==> config.mk <==
export PLATFORM = sky130hd
export DESIGN_NAME = bcd_serial_adder
export DESIGN_NICKNAME = d
export VERILOG_FILES = /design/src/rtl/bcd_serial_adder_pkg.sv /design/src/rtl/bcd_serial_adder_digit_adder.sv /design/src/rtl/bcd_serial_adder.sv
export SDC_FILE = /design/constraint.sdc
export NUM_CORES = 1
export LEC_CHECK = 0
export ABC_AREA = 0
export BUFFER_PORTS_ARGS = -buffer_cell sky130_fd_sc_hd__buf_2
export CAP_MARGIN = 20
export CORE_MARGIN = 5
export CORE_UTILIZATION = 45
export CTS_CLUSTER_DIAMETER = 150
export DETAILED_ROUTE_END_ITERATION = 7
export GPL_TIMING_DRIVEN = 0
export HOLD_SLACK_MARGIN = 0.1
export PLACE_DENSITY_LB_ADDON = 0.25
export SLEW_MARGIN = 20
export SYNTH_ARGS = -nofsm -noshare
export SYNTH_HDL_FRONTEND = slang
export SYNTH_HIERARCHICAL = 1
export SYNTH_SLANG_ARGS = --single-unit
export TNS_END_PERCENT = 1
==> constraint.sdc <==
create_clock -name clk -period 4.7 [get_ports clk]
set_input_delay 0.235 -clock clk [delete_from_list [all_inputs] [get_ports clk]]
set_output_delay 0.235 -clock clk [all_outputs]
set_load 0.01 [all_outputs]
==> src/rtl/bcd_serial_adder_pkg.sv <==
// Shared constants and FSM encoding for the digit-serial BCD adder.
package bcd_serial_adder_pkg;

   localparam int BCD_DIGIT_W = 4;
   localparam int BCD_MAX     = 9;
   localparam int BCD_CORR    = 6;

   typedef enum logic [1:0] {
      S_IDLE = 2'd0,
      S_BUSY = 2'd1,
      S_DONE = 2'd2
   } state_t;

endpackage

==> src/rtl/bcd_serial_adder_digit_adder.sv <==
// Single-digit BCD adder with optional 9's complement of b and decimal correction.
module bcd_digit_adder
   import bcd_serial_adder_pkg::*;
(
   input  logic [BCD_DIGIT_W-1:0] a,
   input  logic [BCD_DIGIT_W-1:0] b,
   input  logic                   cin,
   input  logic                   sub,
   output logic [BCD_DIGIT_W-1:0] s,
   output logic                   cout,
   output logic                   bad
);

   logic [BCD_DIGIT_W-1:0] b_eff;
   logic [BCD_DIGIT_W:0]   raw;

   // Complement b for subtract, binary add, then apply +6 correction on decimal overflow.
   always_comb begin
      b_eff = sub ? (BCD_DIGIT_W'(BCD_MAX) - b) : b;
      raw   = {1'b0, a} + {1'b0, b_eff} + {{BCD_DIGIT_W{1'b0}}, cin};
      bad   = (a > BCD_DIGIT_W'(BCD_MAX)) || (b > BCD_DIGIT_W'(BCD_MAX));
      if (raw > (BCD_DIGIT_W + 1)'(BCD_MAX)) begin
         s    = BCD_DIGIT_W'(raw + (BCD_DIGIT_W + 1)'(BCD_CORR));
         cout = 1'b1;
      end else begin
         s    = raw[BCD_DIGIT_W-1:0];
         cout = 1'b0;
      end
   end

endmodule

==> src/rtl/bcd_serial_adder.sv <==
// Digit-serial packed-BCD adder/subtractor, LS digit first, valid/ready on both sides.
//
//   state  | meaning
//   S_IDLE | waiting for operands, in_ready=1
//   S_BUSY | one digit per cycle through the shared digit adder
//   S_DONE | result held on outputs until out_ready
module bcd_serial_adder
   import bcd_serial_adder_pkg::*;
#(
   parameter int DIGITS = 4
) (
   input  logic                          clk,
   input  logic                          rst_n,
   input  logic                          in_valid,
   output logic                          in_ready,
   input  logic [BCD_DIGIT_W*DIGITS-1:0] in_x,
   input  logic [BCD_DIGIT_W*DIGITS-1:0] in_y,
   input  logic                          in_cin,
   input  logic                          in_sub,
   output logic                          out_valid,
   input  logic                          out_ready,
   output logic [BCD_DIGIT_W*DIGITS-1:0] out_sum,
   output logic                          out_cout,
   output logic                          out_err
);

   localparam int W     = BCD_DIGIT_W * DIGITS;
   localparam int IDX_W = (DIGITS > 1) ? $clog2(DIGITS) : 1;

   state_t state_q, state_nx;

   logic [W-1:0]     x_q, y_q, sum_q, sum_nx;
   logic             sub_q, carry_q, err_q, err_nx;
   logic [IDX_W-1:0] idx_q;
   logic             last_digit;

   logic [W-1:0]     out_sum_q;
   logic             out_cout_q, out_err_q;

   logic [BCD_DIGIT_W-1:0] dig_s;
   logic                   dig_cout, dig_bad;

   // Operands are shifted right each digit, so the shared adder always sees the low digit.
   bcd_digit_adder u_digit (
      .a    (x_q[BCD_DIGIT_W-1:0]),
      .b    (y_q[BCD_DIGIT_W-1:0]),
      .cin  (carry_q),
      .sub  (sub_q),
      .s    (dig_s),
      .cout (dig_cout),
      .bad  (dig_bad)
   );

   // New digit enters at the top of the sum register; after DIGITS shifts all are in place.
   always_comb begin
      sum_nx     = (sum_q >> BCD_DIGIT_W) | (W'(dig_s) << (W - BCD_DIGIT_W));
      err_nx     = err_q | dig_bad;
      last_digit = (idx_q == IDX_W'(DIGITS - 1));
   end

   // State register.
   always_ff @(posedge clk or negedge rst_n) begin
      if (!rst_n) state_q <= S_IDLE;
      else        state_q <= state_nx;
   end

   // Next-state logic.
   always_comb begin
      state_nx = state_q;
      case (state_q)
         S_IDLE:  if (in_valid)   state_nx = S_BUSY;
         S_BUSY:  if (last_digit) state_nx = S_DONE;
         S_DONE:  if (out_ready)  state_nx = S_IDLE;
         default:                 state_nx = S_IDLE;
      endcase
   end

   // Handshake outputs decode straight from the state register.
   always_comb begin
      in_ready  = (state_q == S_IDLE);
      out_valid = (state_q == S_DONE);
   end

   // Operand capture, per-digit shifting, and result latch on the final digit.
   always_ff @(posedge clk or negedge rst_n) begin
      if (!rst_n) begin
         x_q        <= '0;
         y_q        <= '0;
         sum_q      <= '0;
         sub_q      <= 1'b0;
         carry_q    <= 1'b0;
         err_q      <= 1'b0;
         idx_q      <= '0;
         out_sum_q  <= '0;
         out_cout_q <= 1'b0;
         out_err_q  <= 1'b0;
      end else begin
         case (state_q)
            S_IDLE: begin
               if (in_valid) begin
                  x_q     <= in_x;
                  y_q     <= in_y;
                  sub_q   <= in_sub;
                  carry_q <= in_cin;
                  err_q   <= 1'b0;
                  sum_q   <= '0;
                  idx_q   <= '0;
               end
            end
            S_BUSY: begin
               x_q     <= x_q >> BCD_DIGIT_W;
               y_q     <= y_q >> BCD_DIGIT_W;
               sum_q   <= sum_nx;
               carry_q <= dig_cout;
               err_q   <= err_nx;
               idx_q   <= idx_q + IDX_W'(1);
               if (last_digit) begin
                  // A bad input digit poisons the whole result.
                  out_sum_q  <= err_nx ? '0 : sum_nx;
                  out_cout_q <= err_nx ? 1'b0 : dig_cout;
                  out_err_q  <= err_nx;
               end
            end
            default: ;
         endcase
      end
   end

   assign out_sum  = out_sum_q;
   assign out_cout = out_cout_q;
   assign out_err  = out_err_q;

endmodule

==> impl_metrics.py <==
metrics = {
    "synth": {
        "synth.cell_area_mm2": 0.00327,
        "synth_area_per_cell_um2": 9.65,
        "synth_common_cells": "nand2_1 (80), dfrtp_1 (69), o22ai_1 (43)",
        "synth_edf_count": 0,
        "synth_cells": 339,
        "yosysWarnings": 6,
        "synth_top_area_cell": "dfrtp_1",
        "async_flop_share_pct": 100,
        "syn_nets": 385,
        "synth_most_common_cell": "nand2_1",
        "ys_seq_area_share_pct": 52.8,
        "synth_area_leaders": "dfrtp_1 (53%), nand2_1 (9.2%), o22ai_1 (8.2%)",
        "ys_seq_elements": 69,
        "synthDistinctLibCells": 35,
        "yosysTopAreaCellShare_pct": 52.8,
        "synth_ff_type": "dfrtp_1",
    },
    "timing": {
        "holdWs_ns": 0.110,
        "finalCritPeriodShare_pct": 61.5,
        "rsz0062_at_grt": "no",
        "finalMaxSlewViolations": 0,
        "fmax_mhz": 346,
        "setup_violations": 0,
        "relSlewSlack_pct": 62.8,
        "hold_violations": 0,
        "worst_pin_slew_ns": 0.558,
        "fin_skew_ns": 0.00766,
        "layout_min_cycle_time_ns": 2.89,
        "tns_ns": 0,
    },
    "final_layout": {
        "multi_input_area_mm2": 0.00136,
        "seq_area_mm2": 0.00173,
        "fill_cells": 677,
        "layout.cells.non_filler": 520,
        "fin_nets": 462,
        "areaGrowthSynthToFinish_pct": 22.1,
        "num_antenna_cells": 0,
        "drive_gt1_share_pct": 25.9,
        "final_cell_area_mm2": 0.00399,
    },
    "routing": {
        "via_per_inst": 5.37,
        "first_pass_iters": 5,
        "drc_errors": 0,
        "vias": 2793,
        "drt_iter0_drc": 136,
        "final_antenna_net_count": 0,
        "wl_mm": 7.95,
        "wl_per_cell_um": 15.3,
    },
    "die": {
        "core_mm2": 0.00718,
        "rows": 31,
        "die_h_um": 95.3,
        "die_w_um": 95.3,
        "initial_core_util_pct": 45.6,
        "ios": 58,
        "die_area_mm2": 0.00908,
    },
    "global_routing": {
        "antenna_found_initial": 0,
        "grt-ovfl-total": 0,
        "grt_use_total_pct": 19.1,
        "grt_pass1_wl_mm": 13.3,
        "grt_pass1_vias": 2848,
        "grt_max_degree": 57,
    },
    "cts": {
        "clk_pin_slew_ns": 0.08,
        "cts_resized": 0,
        "clock_sinks": 69,
        "cts_tree": "yes",
        "cts.path.max_buffers": 2,
        "clkLatencyLatePin_ns": 0.35,
        "htree_levels": 3,
        "ctsRootBufferMaster": "clkbuf_8",
        "cts_setup_buffers": 0,
        "ctsHoldBuffers": 9,
        "cts_inserted_buffers": 9,
    },
    "outcome": {
        "outcome": "complete, no violations",
    },
    "placement": {
        "place_hpwl_mm": 5.85,
        "io_buffers": 56,
        "place_area_mm2": 0.00371,
        "numPlacedInstances": 495,
        "gp_congestion": 0.832,
    },
    "critical_path": {
        "end_kind": "flip-flop",
        "cp.arrival_ns": 3.16,
        "worstSetupPathType": "flip-flop to flip-flop",
        "required_ns": 4.97,
        "start_kind": "flip-flop",
        "cp_max_fo": 5,
    },
    "flow_run": {
        "drv_cap": 0,
    },
    "power_and_ir_drop": {
        "power_leakage_uw": 0.00183,
        "powerDensity_mw_per_mm2": 786,
        "peakVddDrop_mv": 0.310,
    },
    "hold_path": {
        "hp-class": "primary input to flip-flop",
    },
}
## cell usage in the layout, fill, tap and decap left out, types with 3 or more instances in the layout
master	netlist	final
nand2_1	80	80
dfrtp_1	69	69
buf_2	11	66
o22ai_1	43	43
o21ai_0	32	32
a21oi_1	24	24
o21ai_1	12	12
inv_1	10	10
clkbuf_8	0	9
dlygate4sd3_1	0	9
buf_4	6	7
ha_1	6	6
nor2_1	5	5
nand3b_1	4	4
xnor2_1	4	4
buf_6	3	3
clkbuf_1	3	3
o221a_2	3	3
## worst max-delay path, cell delays in order, from the launching register on
cell and delay [ns]:
dfrtp_1 0.44, xnor2_1 0.19, fa_1 0.22, inv_1 0.06
fa_1 0.41, xnor2_1 0.19, ha_1 0.24, a31o_1 0.20
o31a_2 0.38, mux2i_1 0.28, nand2_1 0.07, o21ai_0 0.14
## sequential cells by signal (all words and copies together), names as in the netlist
signal    cells
carry_q       1
err_q         1
idx_q         2
out_cout      1
out_err       1
out_sum      16
state_q       2
sub_q         1
sum_q        12
x_q          16
y_q          16
## per-stage QoR
stage	utilization, %	setup slack (ns)	power [uW]
6_report	55.7	1.81	3140
5_1_grt	55.7	1.63	3410
4_1_cts	55.7	1.78	3160
3_5_place_dp	51.6	1.81	2660
3_3_place_gp	51.2	1.88	2590
2_1_floorplan	-	2.14	2210
## layer usage
| metal | vias to the layer above | wire length (um) | GRT usage [%] |
|---|---|---|---|
| li1 | 1361 | - | - |
| met1 | 1326 | 3510 | 23.9 |
| met5 | - | 0 | 0 |
| met4 | 0 | 142 | 8.65 |
| met3 | 16 | 467 | 3.71 |
| met2 | 90 | 3830 | 31.8 |
## logic make-up (layout without fill, tap and decap cells)
| group | after synthesis | in the layout | share of synthesized area (%) |
|---|---|---|---|
| and+or+nand+nor | 98 | 98 | 13.8 |
| muxes | 2 | 2 | 0.650 |
| adders and majority gates | 8 | 8 | 3.52 |
| DFF | 69 | 69 | 52.8 |
| buffers and inverters | 34 | 116 | 5.70 |
| xor gates and xnor gates | 4 | 4 | 1.07 |
| AOI/OAI and AO/OA | 124 | 124 | 22.5 |
## path summary, 6_finish.rpt
| check | from | endpoint | slack (ns) | cells past startpoint |
|---|---|---|---|---|
| worst min-delay path | in_y[12] | y_q[12]$_DFFE_PN0P_ | 0.11 | 3 |
| worst max-delay path | sub_q$_DFFE_PN0P_ | out_sum[14]$_DFFE_PN0P_ | 1.81 | 11 |
| worst min register to register | out_err$_DFFE_PN0P_ | out_err$_DFFE_PN0P_ | 0.47 | 2 |
| max in group asynchronous | rst_n | x_q[10]$_DFFE_PN0P_ | 3.91 | 3 |
| min in group asynchronous | rst_n | out_sum[4]$_DFFE_PN0P_ | 0.26 | 2 |
| worst max register to register | sub_q$_DFFE_PN0P_ | out_sum[14]$_DFFE_PN0P_ | 1.81 | 11 |
## layout make-up
cell class                 instances  share of cell area [%]
clock inverter                     7                    1.85
buffer                            24                    3.73
inverter                          10                   0.940
sequential                        69                    43.2
timing repair buffer              66                    10.0
multi-input combinational        236                    34.0
tap                               99                    3.10
clock buffer                       9                    3.10
## report_power, final
part	leakage, uW	internal, uW	total, uW	switching, uW
combinational	0.000867	680	1590	910
sequential	0.000864	856	1060	200
clock	0.000100	248	492	245
Power figures use the tool's default switching activity.
